===== config.mk =====
export PLATFORM = sky130hd
export DESIGN_NAME = bus_rr_sched
export DESIGN_NICKNAME = d
export VERILOG_FILES = /design/src/rtl/bus_sched_pkg.sv /design/src/rtl/rr_picker.sv /design/src/rtl/bus_rr_sched.sv
export SDC_FILE = /design/constraint.sdc
export NUM_CORES = 1
export LEC_CHECK = 0
export BUFFER_PORTS_ARGS = -buffer_cell sky130_fd_sc_hd__buf_4
export CAP_MARGIN = 20
export CORE_AREA = 2 2 111 113
export CTS_BUF_LIST = sky130_fd_sc_hd__clkbuf_8 sky130_fd_sc_hd__clkbuf_16
export DETAILED_ROUTE_END_ITERATION = 10
export DIE_AREA = 0 0 113 115
export PLACE_DENSITY_LB_ADDON = 0.05
export SYNTH_ARGS = -nofsm -noshare
export SYNTH_HDL_FRONTEND = slang
export SYNTH_SLANG_ARGS = --single-unit
export TNS_END_PERCENT = 30

===== constraint.sdc =====
create_clock -name clk -period 2.5 [get_ports clk]
set_input_delay 0.5 -clock clk [delete_from_list [all_inputs] [get_ports clk]]
set_output_delay 0.5 -clock clk [all_outputs]
set_load 0.1 [all_outputs]

===== src/rtl/bus_sched_pkg.sv =====
// ============================================================================
// Module : bus_sched_pkg
// Brief  : Shared types, constants and helpers for the bus round-robin scheduler.
// Rev    : 1.0 - initial release
// ============================================================================
`default_nettype none

package bus_sched_pkg;

    typedef enum logic [1:0] {
        IDLE = 2'd0,
        POP  = 2'd1,
        PUSH = 2'd2
    } sched_state_e;

    localparam logic [7:0]  BCAST_ID_DEF = 8'hFF;
    localparam int unsigned MAX_PKT_W    = 64;
    localparam int unsigned MAX_ID_W     = 32;

    // Extracts the destination field from the top id_w bits of a pkt_w-bit packet.
    function automatic logic [MAX_ID_W-1:0] get_dest(
        input logic [MAX_PKT_W-1:0] pkt,
        input int unsigned          pkt_w,
        input int unsigned          id_w
    );
        logic [MAX_PKT_W-1:0] sh;
        logic [MAX_PKT_W-1:0] msk;
        sh  = pkt >> (pkt_w - id_w);
        msk = (MAX_PKT_W'(1) << id_w) - MAX_PKT_W'(1);
        sh  = sh & msk;
        return sh[MAX_ID_W-1:0];
    endfunction

endpackage

`default_nettype wire


===== src/rtl/rr_picker.sv =====
// ============================================================================
// Module : rr_picker
// Brief  : Combinational rotated priority encoder; first request at or after ptr.
// Rev    : 1.0 - initial release
// ============================================================================
`default_nettype none

module rr_picker #(
    parameter int unsigned N     = 8,
    parameter int unsigned IDX_W = $clog2(N)
) (
    input  logic [N-1:0]     req,
    input  logic [IDX_W-1:0] ptr,
    output logic [IDX_W-1:0] gnt_idx,
    output logic             gnt_vld
);

    logic [IDX_W-1:0] w_idx;
    logic             w_found;

    always_comb begin
        gnt_idx = '0;
        w_idx   = '0;
        w_found = 1'b0;
        for (int unsigned k = 0; k < N; k++) begin
            w_idx = IDX_W'((32'(ptr) + k) % N);
            if (!w_found && req[w_idx]) begin
                w_found = 1'b1;
                gnt_idx = w_idx;
            end
        end
    end

    assign gnt_vld = |req;

endmodule

`default_nettype wire


===== src/rtl/bus_rr_sched.sv =====
// ============================================================================
// Module : bus_rr_sched
// Brief  : Round-robin packet bus controller (IDLE -> POP -> PUSH per packet).
//          Optional BUS_SCHED_STATS_EN adds delivered/dropped packet counters.
// Rev    : 1.0 - initial release
// ============================================================================
`default_nettype none

module bus_rr_sched
    import bus_sched_pkg::*;
#(
    parameter int unsigned     PCKG_SZ  = 16,
    parameter int unsigned     DRVRS    = 8,
    parameter int unsigned     ID_W     = 8,
    parameter logic [ID_W-1:0] BCAST_ID = ID_W'(BCAST_ID_DEF)
) (
    input  logic                             clk,
    input  logic                             reset,
    input  logic [DRVRS-1:0]                 pndng,
    input  logic [DRVRS-1:0][PCKG_SZ-1:0]    D_pop,
    output logic [DRVRS-1:0]                 pop,
    output logic [DRVRS-1:0]                 push,
    output logic [DRVRS-1:0][PCKG_SZ-1:0]    D_push,
    output logic [$clog2(DRVRS)-1:0]         grant_id,
    output logic                             busy
`ifdef BUS_SCHED_STATS_EN
    ,
    output logic [15:0]                      pkt_cnt,
    output logic [15:0]                      drop_cnt
`endif
);

    localparam int unsigned c_idx_w = $clog2(DRVRS);

    sched_state_e         state_q, state_d;
    logic [c_idx_w-1:0]   grant_q, grant_d;
    logic [c_idx_w-1:0]   rr_ptr_q, rr_ptr_d;
    logic [PCKG_SZ-1:0]   pkt_q, pkt_d;

    logic [c_idx_w-1:0]   w_pick_idx;
    logic                 w_pick_vld;
    logic [ID_W-1:0]      w_dest;
    logic [DRVRS-1:0]     w_src_oh;
    logic [DRVRS-1:0]     w_push_mask;
    logic                 w_deliver;

    rr_picker #(
        .N     (DRVRS),
        .IDX_W (c_idx_w)
    ) u_picker (
        .req     (pndng),
        .ptr     (rr_ptr_q),
        .gnt_idx (w_pick_idx),
        .gnt_vld (w_pick_vld)
    );

    assign w_dest   = ID_W'(get_dest(MAX_PKT_W'(pkt_q), PCKG_SZ, ID_W));
    assign w_src_oh = DRVRS'(1) << grant_q;

    // Broadcast never loops back; unicast to self or out-of-range is dropped.
    always_comb begin
        w_push_mask = '0;
        if (w_dest == BCAST_ID) begin
            w_push_mask = ~w_src_oh;
        end else if ((32'(w_dest) < DRVRS) && (w_dest != ID_W'(grant_q))) begin
            w_push_mask = DRVRS'(1) << w_dest;
        end
    end

    assign w_deliver = |w_push_mask;

    always_comb begin
        state_d  = state_q;
        grant_d  = grant_q;
        rr_ptr_d = rr_ptr_q;
        pkt_d    = pkt_q;
        pop      = '0;
        push     = '0;
        unique case (state_q)
            IDLE: begin
                if (w_pick_vld) begin
                    grant_d = w_pick_idx;
                    state_d = POP;
                end
            end
            POP: begin
                pop     = w_src_oh;
                pkt_d   = D_pop[grant_q];
                state_d = PUSH;
            end
            PUSH: begin
                push     = w_push_mask;
                rr_ptr_d = (32'(grant_q) == DRVRS - 1) ? '0 : grant_q + c_idx_w'(1);
                state_d  = IDLE;
            end
            default: state_d = IDLE;
        endcase
    end

    always_ff @(posedge clk or negedge reset) begin
        if (!reset) begin
            state_q  <= IDLE;
            grant_q  <= '0;
            rr_ptr_q <= '0;
            pkt_q    <= '0;
        end else begin
            state_q  <= state_d;
            grant_q  <= grant_d;
            rr_ptr_q <= rr_ptr_d;
            pkt_q    <= pkt_d;
        end
    end

    assign D_push   = {DRVRS{pkt_q}};
    assign grant_id = grant_q;
    assign busy     = (state_q != IDLE);

`ifdef BUS_SCHED_STATS_EN
    logic [15:0] pkt_cnt_q;
    logic [15:0] drop_cnt_q;

    always_ff @(posedge clk or negedge reset) begin
        if (!reset) begin
            pkt_cnt_q  <= '0;
            drop_cnt_q <= '0;
        end else if (state_q == PUSH) begin
            if (w_deliver) begin
                if (pkt_cnt_q != 16'hFFFF) pkt_cnt_q <= pkt_cnt_q + 16'd1;
            end else begin
                if (drop_cnt_q != 16'hFFFF) drop_cnt_q <= drop_cnt_q + 16'd1;
            end
        end
    end

    assign pkt_cnt  = pkt_cnt_q;
    assign drop_cnt = drop_cnt_q;
`endif

endmodule

`default_nettype wire


==> results.txt <==
* 1st-iter DRT viols: 182
- Dominant cell by count in the synthesized netlist: buf_4
- Clock period minus final worst setup slack: 2.43 ns
* Status: finished, violations left
- DR vias/cell: 5.12
- The area growth from synthesis to layout is 49.2%.
* Largest clock skew in the final design: 0.00221 ns
- Overall routed net length: 13.1 mm
- Counting every net in the synthesized netlist gives 568.
* Setup crit start: pkt_q[9]$_DFFE_PN0N_
* Sequential Area: 637 µm²
- Max-slew headroom: 63.7%
- The worst setup path is captured at a primary output.
- Via count of the first global-routing pass: 3576
* Clock tree from TritonCTS: yes
- The count of nets left with antenna violations once routing finished came out at 0.
- Final estimated routing congestion in global placement: 0.885
- Number of pins exceeding their max-slew limit in the final report: 0
* Total global routing overflow: 0
* Hold violation count in the final report: 0
- For this run, the share of the core covered by cells in the final layout is 49.0%.
- Count of maximum capacitance violations: 0
* Share of final-layout standard cells stronger than drive strength 1: 68.5%
- In the global route stage, overall resource usage came out at 18.8%.
- Area fraction of the dominant cell type after synthesis: 24.9%
- Setup slack on the critical path of the routed design comes to 0.0685 ns.
* R2R setup slack: 0.07 ns
* Crit Reg-Reg Endpoint: grant_id[1]$_DFFE_PN0P_
- In the final layout, the multi-input gates occupy 2430 µm².
- The die covers 13000 µm².
- Io pins: 286
- The largest total area in the synthesized netlist belongs to mux4_2.
- In the post-synthesis netlist, the biggest area contributors are mux4_2 25%, buf_4 22%, dfrtp_1 15%.
- The tightest min-delay check is of the primary input to asynchronous set/reset pin type.
- CTS H-tree lvls: 1
- R2r startpoint: rr_ptr_q[0]$_DFFE_PN0P_
- Horizontal die dimension: 113 µm
- For this run, the leading register cell type out of synthesis is dfrtp_1.
- EDFF count, synth: 0
* Number of vias in the routed layout: 3811
* Worst-margin pin slew: 0.545 ns
- 0 antenna diodes ended up in the layout.
- DPL Wire Length: 10.5 mm
* Number of buffers on the longest clock path: 2
* Fraction of met1 tracks used by global routing: 23.0%
* Reg2reg path depth: 8
- Nets@finish: 744
- Starting density of the core: 32.9%
- Part of the cycle the worst path needs: 97.3%
* Max frequency: 0.411 GHz
* Synthesis Warnings: 0
- Drt pass-1 iters: 8
* DRC errors left: 20
- The core region is 11800 µm².
* Row Count: 40
* Routed wirelength normalized by instance count: 17.6 µm
- Input/output buffers: 285
* Fill cell total of the finished layout: 1136
* Number of antenna violations at the first check in global routing: 0
- Fraction of registers with async set/reset: 100%
* Largest driver fanout on the critical path: 6
- Timing analysis after detailed placement gives a worst setup slack of 0.0360 ns.
- Setup repair after global routing could not meet its margin everywhere.
- The layer flagged by global routing as most heavily used is met2.
* Syn Std Cell Area: 3880 µm²
- In this run the number of cells on the critical path is 7.
- For this design, the slowest cell found on the critical path is dfrtp_4.
- Delay contributed by the slowest stage of the critical path: 0.52 ns
- After technology mapping, the gate count stands at 422.
- Setup violations remaining at the end of the flow were counted as 0.
- The checks that failed: DRC.
* Wire length of the first global-routing pass: 19.5 mm
- Die Y-Extent: 115 µm
- Buf+Inv Stages, Crit Path: 1
* Latest clock arrival within the worst-skew pair: 0.26 ns
* Clk pin slew, worst setup/hold paths: 0.07 ns
- Critical Path Start Type: flip-flop
- The critical path ends at push[3].
* Avg Inst Size Synth: 9.20 µm²
- Maximum number of pins on one net before global-route repair: 34
- Post-synthesis register bit count: 24
- Number of clock buffers inserted by TritonCTS: 3
* Buffer type at the clock tree root: clkbuf_16
- Sequential cells were found to cover 15.5% of the synthesized design area.
- After synthesis, the most frequently instantiated cells are 114 x buf_4, 43 x mux4_2, 42 x nand2_1, 36 x nor2_1, 24 x dfrtp_1.
- Critical Path AT: 1.93 ns
- Traced cell by cell, the critical path runs through xnor2_2 -> nand2_1 -> o2111ai_4 -> nor2_1 -> a21oi_2 -> nor2_4 -> buf_4.
* Critical path data required time: 2.00 ns
- Met2 track demand over resource: 35.5%
- Kind of cell adding the most delay to the critical path: flip-flops
- Counting every sink on the clock net gives 24.
- Yosys cell types: 59
- The worst setup path is of the flip-flop to primary output kind.
* GR met3 Demand/Resource: 2.48%
[cells by family after synthesis]
group,synth area share (%)
AO/OA/AOI/OAI,11.9
XOR/XNOR,1.58
adder cells (fa/ha/maj),2.58
buffers and inverters,26.6
flip-flops,15.5
multiplexers,28.9
AND/OR/NAND/NOR,13.0
[cell usage in the layout (no fill, tap or decap), types with 6 or more instances in the layout]
| cell | Yosys | final |
|---|---|---|
| a21oi_1 | 14 | 11 |
| a31oi_1 | 16 | 16 |
| buf_4 | 114 | 303 |
| dfrtp_1 | 24 | 13 |
| dfrtp_4 | 0 | 9 |
| ha_1 | 8 | 6 |
| inv_1 | 13 | 10 |
| mux2i_1 | 7 | 6 |
| mux4_2 | 43 | 43 |
| nand2_1 | 42 | 42 |
| nor2_1 | 36 | 28 |
| nor2_4 | 0 | 7 |
| o21ai_0 | 7 | 7 |
[per-stage QoR]
stage | instance area, µm² | hold WS, ns | cells | setup TNS (ns)
global route | 5790 | 0.162 | 744 | -0.271
CTS | 5660 | 0.150 | 739 | -0.00779
detailed placement | 5510 | 0.439 | 735 | 0
floorplan | 4080 | 0.204 | 422 | -0.914
global placement | 5510 | 0.436 | 735 | 0
finish | 5790 | 0.143 | 744 | 0
[cell type report]
| type | count | share of cell area [%] |
|---|---|---|
| Tap cell | 147 | 3.18 |
| Timing Repair Buffer | 310 | 41.2 |
| Clock buffer | 3 | 1.30 |
| Clock inverter | 1 | 0.518 |
| Multi-Input combinational cell | 246 | 42.0 |
| Inverter | 13 | 0.843 |
| Sequential cell | 24 | 11.0 |
[how the worst min path moves through the flow]
stage                     cells after the start                       to
after floorplan                               0     pkt_q[0]$_DFFE_PN0N_
after global placement                        1  rr_ptr_q[2]$_DFFE_PN0P_
after detailed placement                      1  rr_ptr_q[2]$_DFFE_PN0P_
after CTS                                     1  rr_ptr_q[2]$_DFFE_PN0P_
after global routing                          1  rr_ptr_q[2]$_DFFE_PN0P_
final                                         1  rr_ptr_q[2]$_DFFE_PN0P_
[layer usage]
layer,share of wire [%],vias up
met2,53,179
li1,-,1763
met4,0.95,0
met3,7.6,10
met1,38,1859
met5,0,-
[flip-flops by register name (all words and copies together) (netlist names)]
name and flops:
grant_id 3, pkt_q 16, state_q 2, rr_ptr_q 3
[timing repair]
item / CTS / global route
gates cloned: 0 / 0
setup endpoints to repair: 8 / 11
hold buffers: 0 / 0
pin swaps: 0 / 6
resized for setup: 10 / 19
setup buffers: 0 / 5
endpoints found under the hold margin: 0 / 0
Power is left out: the tool's default activity adds up to more than one toggle a clock period on the data nets, which glitch-free logic cannot reach.
